[config.mk]
export PLATFORM = sky130hd
export DESIGN_NAME = jtframe_slot_arb
export DESIGN_NICKNAME = d
export VERILOG_FILES = /design/src/rtl/jtframe_slot_pkg.sv /design/src/rtl/jtframe_slot_cache.sv /design/src/rtl/jtframe_slot_arb.sv
export SDC_FILE = /design/constraint.sdc
export NUM_CORES = 1
export LEC_CHECK = 0
export CAP_MARGIN = 20
export CELL_PAD_IN_SITES_DETAIL_PLACEMENT = 1
export CELL_PAD_IN_SITES_GLOBAL_PLACEMENT = 2
export CORE_MARGIN = 4
export CORE_UTILIZATION = 39
export DETAILED_ROUTE_END_ITERATION = 7
export DONT_BUFFER_PORTS = 1
export PLACE_DENSITY = 0.85
export SETUP_SLACK_MARGIN = 0.02
export SLEW_MARGIN = 20
export SYNTH_ARGS = -nofsm -noshare
export SYNTH_HDL_FRONTEND = slang
export SYNTH_SLANG_ARGS = --single-unit
[constraint.sdc]
create_clock -name clk -period 7 [get_ports clk]
set_input_delay 0.35 -clock clk [delete_from_list [all_inputs] [get_ports clk]]
set_output_delay 0.35 -clock clk [all_outputs]
set_load 0.05 [all_outputs]
[src/rtl/jtframe_slot_pkg.sv]
// Shared definitions for the 4-slot SDRAM read arbiter: slot count,
// FSM state encoding and the round-robin selection helper.
package jtframe_slot_pkg;

  localparam int SLOTS   = 4;
  localparam int SLOT_IW = 2;   // bits needed to index a slot

  typedef enum logic [1:0] {
    IDLE      = 2'd0,
    WAIT_ACK  = 2'd1,
    WAIT_DATA = 2'd2
  } state_t;

  // Pick the first requesting slot after 'last', wrapping modulo SLOTS.
  // Offsets are scanned from farthest to nearest so the nearest requester
  // overwrites the result; offset SLOTS is 'last' itself (lowest priority).
  function automatic logic [SLOT_IW-1:0] rr_pick(
    input logic [SLOTS-1:0]   req,
    input logic [SLOT_IW-1:0] last
  );
    logic [SLOT_IW-1:0] idx;
    rr_pick = last;
    for (int k = SLOTS; k >= 1; k--) begin
      idx = last + SLOT_IW'(k);
      if (req[idx]) rr_pick = idx;
    end
  endfunction

endpackage

[src/rtl/jtframe_slot_cache.sv]
// One-entry read cache for a single slot: tag, data word and valid flag,
// plus the combinational hit compare against the slot's current address.
module jtframe_slot_cache
  import jtframe_slot_pkg::*;
#(
  parameter int AW = 22
) (
  input  logic          clk,
  input  logic          rst,
  input  logic          cs,
  input  logic [AW-1:0] addr,
  input  logic          clr,
  input  logic          we,
  input  logic [AW-1:0] fill_addr,
  input  logic [31:0]   fill_data,
  output logic          hit,
  output logic [31:0]   dout
);

  logic [AW-1:0] tag;
  logic          valid;

  // Fill the entry on a completed read; clr (download) wins over the fill
  // for the valid flag so a word fetched during a download never hits.
  always_ff @(posedge clk) begin
    if (rst) begin
      // NOTE: tag and data are reset too, so slot_dout reads zero after
      // reset instead of whatever the flops powered up with.
      tag   <= '0;
      dout  <= '0;
      valid <= 1'b0;
    end else begin
      // NOTE: state uses non-blocking assignments so every flop samples
      // pre-edge values regardless of statement order.
      if (we) begin
        tag  <= fill_addr;
        dout <= fill_data;
      end
      if (clr)     valid <= 1'b0;
      else if (we) valid <= 1'b1;
    end
  end

  // Hit only when the slot is asking for exactly the cached address.
  assign hit = cs & valid & (addr == tag);

endmodule

[src/rtl/jtframe_slot_arb.sv]
// Four-slot SDRAM read arbiter. Each slot has a one-word cache; misses are
// served one at a time in round-robin order through a req/ack/data_rdy
// handshake with the SDRAM controller.
module jtframe_slot_arb
  import jtframe_slot_pkg::*;
#(
  parameter int AW = 22
) (
  input  logic                clk,
  input  logic                rst,
  input  logic                downloading,
  input  logic                loop_rst,
  input  logic [SLOTS-1:0]    slot_cs,
  input  logic [SLOTS*AW-1:0] slot_addr,
  output logic [SLOTS-1:0]    slot_ok,
  output logic [SLOTS*32-1:0] slot_dout,
  output logic                sdram_req,
  input  logic                sdram_ack,
  output logic [AW-1:0]       sdram_addr,
  input  logic                data_rdy,
  input  logic [31:0]         data_read,
  output logic                refresh_en
);

  state_t             state;
  logic [SLOT_IW-1:0] grant;       // slot owning the transaction in flight
  logic [SLOT_IW-1:0] last_grant;  // slot served most recently
  logic [SLOT_IW-1:0] next_grant;
  logic [AW-1:0]      next_addr;
  logic [SLOTS-1:0]   hit;
  logic [SLOTS-1:0]   pend;
  logic               fill_we;
  logic               start;
  logic [AW-1:0]      addr_arr [SLOTS];

  // Per-slot caches. Fills are written under the latched request address,
  // not the slot's live address, so a moved slot simply misses again.
  for (genvar i = 0; i < SLOTS; i++) begin : g_slot
    assign addr_arr[i] = slot_addr[i*AW +: AW];

    jtframe_slot_cache #(.AW(AW)) u_cache (
      .clk       (clk),
      .rst       (rst),
      .cs        (slot_cs[i]),
      .addr      (addr_arr[i]),
      .clr       (downloading),
      .we        (fill_we && (grant == SLOT_IW'(i))),
      .fill_addr (sdram_addr),
      .fill_data (data_read),
      .hit       (hit[i]),
      .dout      (slot_dout[i*32 +: 32])
    );
  end

  assign slot_ok = hit;
  assign pend    = slot_cs & ~hit;

  // Data is accepted in WAIT_DATA, or in WAIT_ACK when the controller
  // acknowledges and returns data in the same cycle.
  assign fill_we = data_rdy &
                   ((state == WAIT_DATA) | ((state == WAIT_ACK) & sdram_ack));

  // A new transaction starts only from IDLE and never during a download
  // or the SDRAM init loop.
  assign start = (state == IDLE) & (|pend) & ~downloading & ~loop_rst;

  // Round-robin choice of the next slot and its address.
  always_comb begin
    next_grant = rr_pick(pend, last_grant);
    next_addr  = addr_arr[next_grant];
  end

  // Refresh may run whenever no read is in flight and nobody is waiting.
  assign refresh_en = (state == IDLE) & ~(|pend);

  // Request/ack/data handshake with registered sdram_req and sdram_addr.
  always_ff @(posedge clk) begin
    if (rst) begin
      state      <= IDLE;
      sdram_req  <= 1'b0;
      sdram_addr <= '0;
      grant      <= '0;
      last_grant <= SLOT_IW'(SLOTS - 1);
    end else begin
      case (state)
        IDLE: begin
          if (start) begin
            grant      <= next_grant;
            sdram_addr <= next_addr;
            sdram_req  <= 1'b1;
            state      <= WAIT_ACK;
          end
        end
        WAIT_ACK: begin
          if (sdram_ack) begin
            sdram_req <= 1'b0;
            if (data_rdy) begin
              last_grant <= grant;
              state      <= IDLE;
            end else begin
              state <= WAIT_DATA;
            end
          end
        end
        WAIT_DATA: begin
          if (data_rdy) begin
            last_grant <= grant;
            state      <= IDLE;
          end
        end
        default: begin
          sdram_req <= 1'b0;
          state     <= IDLE;
        end
      endcase
    end
  end

endmodule

# Yosys cells after proc, flatten, opt, wreduce, memory -nomap -nowiden
# Index checks and enable logic that the tools add are counted.
# Widths: inputs -> output; s select.
# totals
ff_bits	249
in_bits	130
# op_classes
n_addsub	3
order_cmp	4
n_eq_ne	12
mux	23
bitwise	22
n_reduce_logical	13
# ops
op	count
$eq 22x22->1	4
$bmux 22 s2	1
$mux 22	2
$mux 2	9
$and 1x1->1	14
$lt 2x3->1 const B	3
$bmux 1 s2	3
$eq 2x2->1 const B	3
$ne 2x2->1 const B	3
$pmux 2 s3	1
$reduce_and 3->1	2
$mux 1	5
$add 2x2->2 const B	2
$and 4x4->4	1
$eq 2x1->1 const B	2
$logic_and 1x1->1	4
$logic_not 2->1	2
$not 1->1	4
$not 4->4	1
$pmux 2 s2	1
$reduce_and 2->1	2
$reduce_or 4->1	1
$ge 3x3->1 const B	1
$not 2->3	1
other kinds (5)	5

# Logic depth before layout (Yosys ltp)
# Gate-level depths: netlist of the first run.
# logic_depth
depth_word	13
mapped_depth	10
mapped_depth_nobuf	8

# By module
# A second synthesis of the first run with hierarchy kept.
# hier_totals
cells_unflattened	1005
area_unflattened_um2	10410.0
# by_module_without_submodules
mod	n_inst	cells_each	area_each_um2	seq_area_each_um2
jtframe_slot_cache	4	207	2154.6	1101.1
jtframe_slot_arb	1	177	1791.7	580.6

# Worst setup path after synthesis of the first run
# Ideal clock, no wire load.
# synth_path
path_kind	input-to-output
start	input slot_addr[70]
end	output refresh_en
arrival_ps	2904
slack_ps	3746
stages	6
path_buffers	0
cell_sequence	xor2_1 > or4_1 > or4_4 > o21ai_4 > nand4_1 > nor3_1
# synth_between
elab_chain_cells	7
# synth_rtl
element	line_no	rtl
from (decl)	jtframe_slot_arb.sv:14	input logic [SLOTS*AW-1:0] slot_addr,
$eq 22x22->1	jtframe_slot_cache.sv:45	assign hit = cs & valid & (addr == tag);
$and 1x1->1	jtframe_slot_cache.sv:45	
$not 4->4	jtframe_slot_arb.sv:56	assign pend = slot_cs & ~hit;
$and 4x4->4	jtframe_slot_arb.sv:56	
$reduce_or 4->1	jtframe_slot_arb.sv:74	assign refresh_en = (state == IDLE) & ~(|pend);
$not 1->1	jtframe_slot_arb.sv:74	
$and 1x1->1	jtframe_slot_arb.sv:74	
to (decl)	jtframe_slot_arb.sv:22	output logic refresh_en
# No other way between the ends.

# Worst setup path after layout of the first run
# layout_path
start	register g_slot[2].u_cache.tag[12]
end	output refresh_en
# layout_between
elab_chain_cells	7
# layout_rtl
element	line_no	rtl
from (decl)	jtframe_slot_cache.sv:20	logic [AW-1:0] tag;
from (signal assigned)	jtframe_slot_cache.sv:36	tag <= fill_addr;
$eq 22x22->1	jtframe_slot_cache.sv:45	
$and 1x1->1	jtframe_slot_cache.sv:45	
$not 4->4	jtframe_slot_arb.sv:56	
$and 4x4->4	jtframe_slot_arb.sv:56	
$reduce_or 4->1	jtframe_slot_arb.sv:74	
$not 1->1	jtframe_slot_arb.sv:74	
$and 1x1->1	jtframe_slot_arb.sv:74	
# No other way between the ends.

==> results_dict.tcl, run 1 <==
set metrics [dict create \
    status "finished, final reports clean" \
    hpwl_mm 25.1 \
    synth_top_area_share 0.484 \
    setup_viol 0 \
    synth.most_common_cell "nand2_1" \
    drtIter0Drc 518 \
    power_density_nw_per_um2 271 \
    num_rows 59 \
    slowest_delay_ps 770 \
    path_buf_inv 0 \
    rrSetupSlack_ps 3150 \
    cts_root_buf "clkbuf_16" \
    drtPass1Iterations 5 \
    relSlewSlack 0.322 \
    yosysTopAreaCell "dfxtp_1" \
    holdPathEnd "sdram_addr[20]" \
    drc 0 \
    syn_area_um2 10300 \
    clk_pin_slew_ps 60 \
    worstPathMaxFanout 5 \
    finalHoldViolations 0 \
    worstSetupEndpointType "output pin" \
    initial_utilization 0.395 \
    power.leakage_nw 4.00 \
    area.sequential_um2 4980 \
    worstPathRequired_ps 6650 \
    synth_area_leaders "dfxtp_1 48%, nand2_1 17%, a21oi_1 11%" \
    ys_seq_area_frac 0.484 \
    r2r-end "sdram_addr[15]" \
    ant_nets 0 \
    worst_ep_arrival_time_ps 3550 \
    die_h_um 171 \
    io_pins 286 \
    critical_path.cell_chain "xor2_1 -> nor4_1 -> nand4_1 -> o41ai_1 -> nand4_1 -> nor3_2" \
    synth-seq-cells 249 \
    whs_path_depth 2 \
    synth_edf_count 0 \
    multi_input_area_um2 5000 \
    numClockSinks 249 \
    max-cap-violations 0 \
    cts_buffers 29 \
    yosys-top-cells-count "470 x nand2_1, 249 x dfxtp_1, 218 x a21oi_1" \
    cts_max_level 1 \
    clock_skew_ps 7.83 \
    grt_pass1_vias 9229 \
    grt_usage 0.248 \
    syn_to_final_growth_pct 15.2 \
    fin_crit_sh 0.558 \
    synth_cell_types 41 \
    n_antenna_cell 0 \
    avgRoutedWirePerCell_um 23.2 \
    worstSetupPathType "register to output pin" \
    r2r_start "g_slot[1].u_cache.tag[21]" \
    fin_setup_tns_ps 0 \
    portBuffers 0 \
    synth_fp_nets 1393 \
    min_path_type "input pin to register" \
    place_congestion 0.868 \
    cts.path.max_buffers 3 \
    finalPower_mw 3.22 \
    critPathTopFamily "simple AND/OR/NAND/NOR gates" \
    synthArstFlopShare 0 \
    core_area_um2 26100 \
    grt_overflow 0 \
    fmax_ghz 0.256 \
    die_area_um2 29100 \
    worstSetupStartpointType "register" \
    die_x_um 171 \
    avgViaCountPerCell 5.51 \
    critPathSlowestCell "nor3_2" \
    fin_ws_ps 3100 \
    grt_setup_unrepaired "no" \
    wirelength_mm 37.5 \
    post-route-min-period_ps 3900 \
    fin_nets 1389 \
    worst_pin_slew_ps 1020 \
    place_ws_ps 3200 \
    peakVddDrop_mv 0.208 \
    antenna_found_initial 0 \
    tritoncts "built" \
    fillCellCount 3112 \
    syn_inst 1263 \
    drv_slew 0 \
    num_vias 8900 \
    syn_avg_cell_area_um2 8.16 \
    reg2reg_depth 9 \
    crit_top_cell "nand4_1" \
    min-delay-start "slot_addr[64]" \
    synth_warnings 0 \
    clk_latency_ps 540 \
    grt_pass1_wl_mm 56.2 \
    synth_flop_cell "dfxtp_1" \
    whs_ps 22.0 \
    layout-drive-gt1-share 0.0758 \
    utilization 0.455 \
    grt_max_degree 223 \
]
## how the worst max path moves through the flow
stage / from / to / slack [ps] / cells after the start
detailed placement: slot_addr[20] / sdram_addr[20] / 3200 / 9
CTS: g_slot[2].u_cache.tag[0] / refresh_en / 3130 / 6
floorplan: slot_addr[70] / refresh_en / 3750 / 6
global placement: slot_addr[40] / sdram_addr[18] / 3270 / 9
finish: g_slot[2].u_cache.tag[12] / refresh_en / 3100 / 6
global route: g_slot[1].u_cache.tag[18] / sdram_addr[15] / 2850 / 9
## power by group
group,internal (mW),switching (mW),total (mW),leakage [nW]
logic,0.0695,0.114,0.183,1.52
clock network,0.917,0.605,1.52,0.476
registers,1.43,0.0800,1.51,2.01
total,2.42,0.799,3.22,4.00
## sequential cells by signal, indices dropped and copies added, names as in the netlist
register and count:
last_grant 2, g_slot.u_cache.tag 88, state 2, sdram_addr 22, g_slot.u_cache.valid 4, sdram_req 1
grant 2, g_slot.u_cache.dout 128
## cell families (layout without fill, tap and decap cells)
| group | Yosys count | count (layout) | synth area share |
|---|---|---|---|
| AND/OR/NAND/NOR | 533 | 533 | 0.209 |
| buffers and inverters | 89 | 106 | 0.0362 |
| multiplexers | 47 | 47 | 0.0457 |
| AO/OA/AOI/OAI | 257 | 257 | 0.151 |
| XOR/XNOR | 88 | 88 | 0.0748 |
| flip-flops | 249 | 249 | 0.484 |
## cell type report
| type | count | share of cell area |
|---|---|---|
| multi-input cells | 925 | 0.421 |
| flip-flops and latches | 249 | 0.420 |
| clock buffers | 44 | 0.0727 |
| repair buffers | 51 | 0.0415 |
| well taps | 335 | 0.0353 |
| clock inverters | 8 | 0.00823 |
| inverters | 3 | 0.000949 |
## per-stage QoR
step	instance area (um2)	std cells
after global routing	11900	1615
after detailed placement	10500	1526
after CTS	11900	1615
final	11900	1615
after global placement	10500	1526
after floorplan	10300	1263
## cell usage in the layout (no fill, tap or decap), drive strengths merged, types with 5 or more instances in the layout
cell,instances
o221ai,22
clkbuf,44
mux2i,47
nand3,7
nor4,14
dlygate4sd3,36
nand4,9
xnor2,30
a21oi,218
nand2,470
nor3,7
o21a,5
buf,15
xor2,58
dfxtp,249
clkinv,5
nor2,8
## routing by layer
| metal | routed length [um] | share of wire | track usage | vias up |
|---|---|---|---|---|
| met4 | 1070 | 0.028 | 0.0712 | 0 |
| li1 | - | - | - | 4188 |
| met2 | 18400 | 0.49 | 0.429 | 298 |
| met3 | 3050 | 0.081 | 0.0582 | 60 |
| met1 | 15000 | 0.40 | 0.309 | 4354 |
| met5 | 0 | 0 | 0 | - |
## timing repair
action,CTS,global route
buffers inserted,0,0
hold buffers,37,0
hold endpoints to repair,224,0
resized for setup,0,0
endpoints found under the setup margin,0,0
Note: power is estimated with default switching activity, not from simulation.
==> run 2, diff against run 1 <==
Settings changed: CORE_UTILIZATION 39 to 32, PLACE_DENSITY 0.85 to 0.74.
Clock period 7 ns to 3.2 ns, I/O delays scaled along.
==> run 2 against run 1 <==
Net effect: die area rose by 21%; clock skew rose by 19 ps; combinational power rose to 2.8 times the previous value; clock-buffer cell count fell by 2; wire length rose by 17%; register-to-register slack got worse by 3100 ps; final area rose by 15%; total power rose by 130%; via count rose by 7.7%.
==> results_dict.tcl, run 2 (synthesis gave the netlist of run 1 again) <==
set metrics [dict create \
    grt_max_degree 177 \
    worstPathMaxFanout 6 \
    slowest_delay_ps 560 \
    portBuffers 0 \
    cts_root_buf "clkbuf_16" \
    dp_cells 1608 \
    regMostFlops "g_slot.u_cache.dout" \
    min_path_type "input pin to register" \
    syn_to_final_growth_pct 32.2 \
    worstPathRequired_ps 3680 \
    die_x_um 187 \
    drc 0 \
    wirelength_mm 43.7 \
    power_density_nw_per_um2 541 \
    relSlewSlack 0.367 \
    clock_skew_ps 27.0 \
    avgViaCountPerCell 5.22 \
    critPathSlowestCell "or4_4" \
    ant_nets 0 \
    clk_latency_ps 560 \
    power.leakage_nw 4.84 \
    max-cap-violations 0 \
    die_h_um 187 \
    cts.path.max_buffers 3 \
    initial_utilization 0.326 \
    layout-drive-gt1-share 0.0860 \
    drv_slew 0 \
    grt_pass1_wl_mm 64.0 \
    antenna_found_initial 1 \
    post-route-min-period_ps 3120 \
    status "finished, final reports clean" \
    worstSetupPathType "register to register" \
    grt_overflow 0 \
    finalHoldViolations 0 \
    grt_pass1_vias 9987 \
    cts_max_level 1 \
    hpwl_mm 27.4 \
    cts_buffers 30 \
    worstSetupStartpointType "register" \
    clk_pin_slew_ps 60 \
    drtIter0Drc 517 \
    fin_setup_tns_ps 0 \
    place_congestion 0.828 \
    grt_usage 0.233 \
    numClockSinks 249 \
    setup_viol 0 \
    worst_ep_arrival_time_ps 3600 \
    largest_reg_flops 128 \
    fin_crit_sh 0.974 \
    drtPass1Iterations 5 \
    grt_setup_unrepaired "no" \
    avgRoutedWirePerCell_um 23.8 \
    die_area_um2 35100 \
    io_pins 286 \
    stdcell_count 1834 \
    worst_pin_slew_ps 946 \
    finalPower_mw 7.37 \
    num_rows 65 \
    peakVddDrop_mv 0.367 \
    critical_path.cell_chain "xor2_1 -> or4_1 -> or4_4 -> o21ai_4 -> buf_4 -> a2bb2oi_2 -> o2111ai_4 -> or3b_4 -> o221ai_1" \
    fmax_ghz 0.321 \
    tritoncts "built" \
    layout_commonest_cell "nand2_1" \
    mostFrequentLayoutCells "469 x nand2_1, 249 x dfxtp_1, 218 x a21oi_1, 166 x dlygate4sd3_1, 58 x xor2_1" \
    core_area_um2 31600 \
    fin_nets 1539 \
    worstSetupEndpointType "register" \
    reg_top3 "g_slot.u_cache.dout x128, g_slot.u_cache.tag x88, sdram_addr x22" \
    utilization 0.430 \
    num_vias 9582 \
]
==> run 2: metrics by stage <==
| step | area [um2] | hold slack, ps | setup slack (ps) |
|---|---|---|---|
| after global placement | 10800 | 242 | 147 |
| after CTS | 13500 | 49.3 | 79.0 |
| after global routing | 13600 | 5.52 | 6.85 |
| after detailed placement | 10800 | 246 | 110 |
| after floorplan | 10300 | 236 | 167 |
| final | 13600 | 27.5 | 83.6 |
==> run 2: final cells by class <==
type                            count  area [um2]
Clock inverter                     12         140
Antenna cell                        1        2.50
Timing Repair Buffer              197        2030
Inverter                            3        11.3
Sequential cell                   249        4980
Multi-Input combinational cell    928        5060
Clock buffer                       42         887
Fill cell                        3713       18000
Tap cell                          402         503
==> run 2: power breakdown <==
part / total, mW / internal (mW) / leakage [nW] / switching [mW]
sequential: 3.31 / 3.14 / 2.01 / 0.177
clock: 3.54 / 2.16 / 0.507 / 1.38
combinational: 0.520 / 0.241 / 2.33 / 0.279
total: 7.37 / 5.54 / 4.84 / 1.84
==> run 2: worst paths after layout <==
kind              cells past startpoint                 endpoint                     start  slack (ps)
hold / removal                        2           sdram_addr[16]                       rst          30
hold reg to reg                       1  g_slot[2].u_cache.valid   g_slot[2].u_cache.valid         460
setup reg to reg                      9           sdram_addr[21]  g_slot[3].u_cache.tag[4]          80
setup / recovery                      9           sdram_addr[21]  g_slot[3].u_cache.tag[4]          80
==> run 2: per-layer routing <==
layer | wire (um) | GRT usage
met2 | 21100 | 0.405
met4 | 894 | 0.0503
met5 | 0 | 0
met1 | 17700 | 0.284
met3 | 3930 | 0.0737
==> run 2: timing repair <==
| action | 4_1_cts | 5_1_grt |
|---|---|---|
| endpoints found under the setup margin | 0 | 23 |
| hold buffers | 166 | 1 |
| gates resized for setup | 0 | 7 |
| setup buffers | 0 | 1 |
| endpoints found under the hold margin | 249 | 9 |
==> run 2: worst max-delay path: cells and delay by family (launching register included) <==
kind,cells,cell delay [ps]
AND/OR/NAND/NOR,3,1630
flip-flops,1,320
AO/OA/AOI/OAI,4,780
buffers and inverters,1,160
XOR/XNOR,1,160
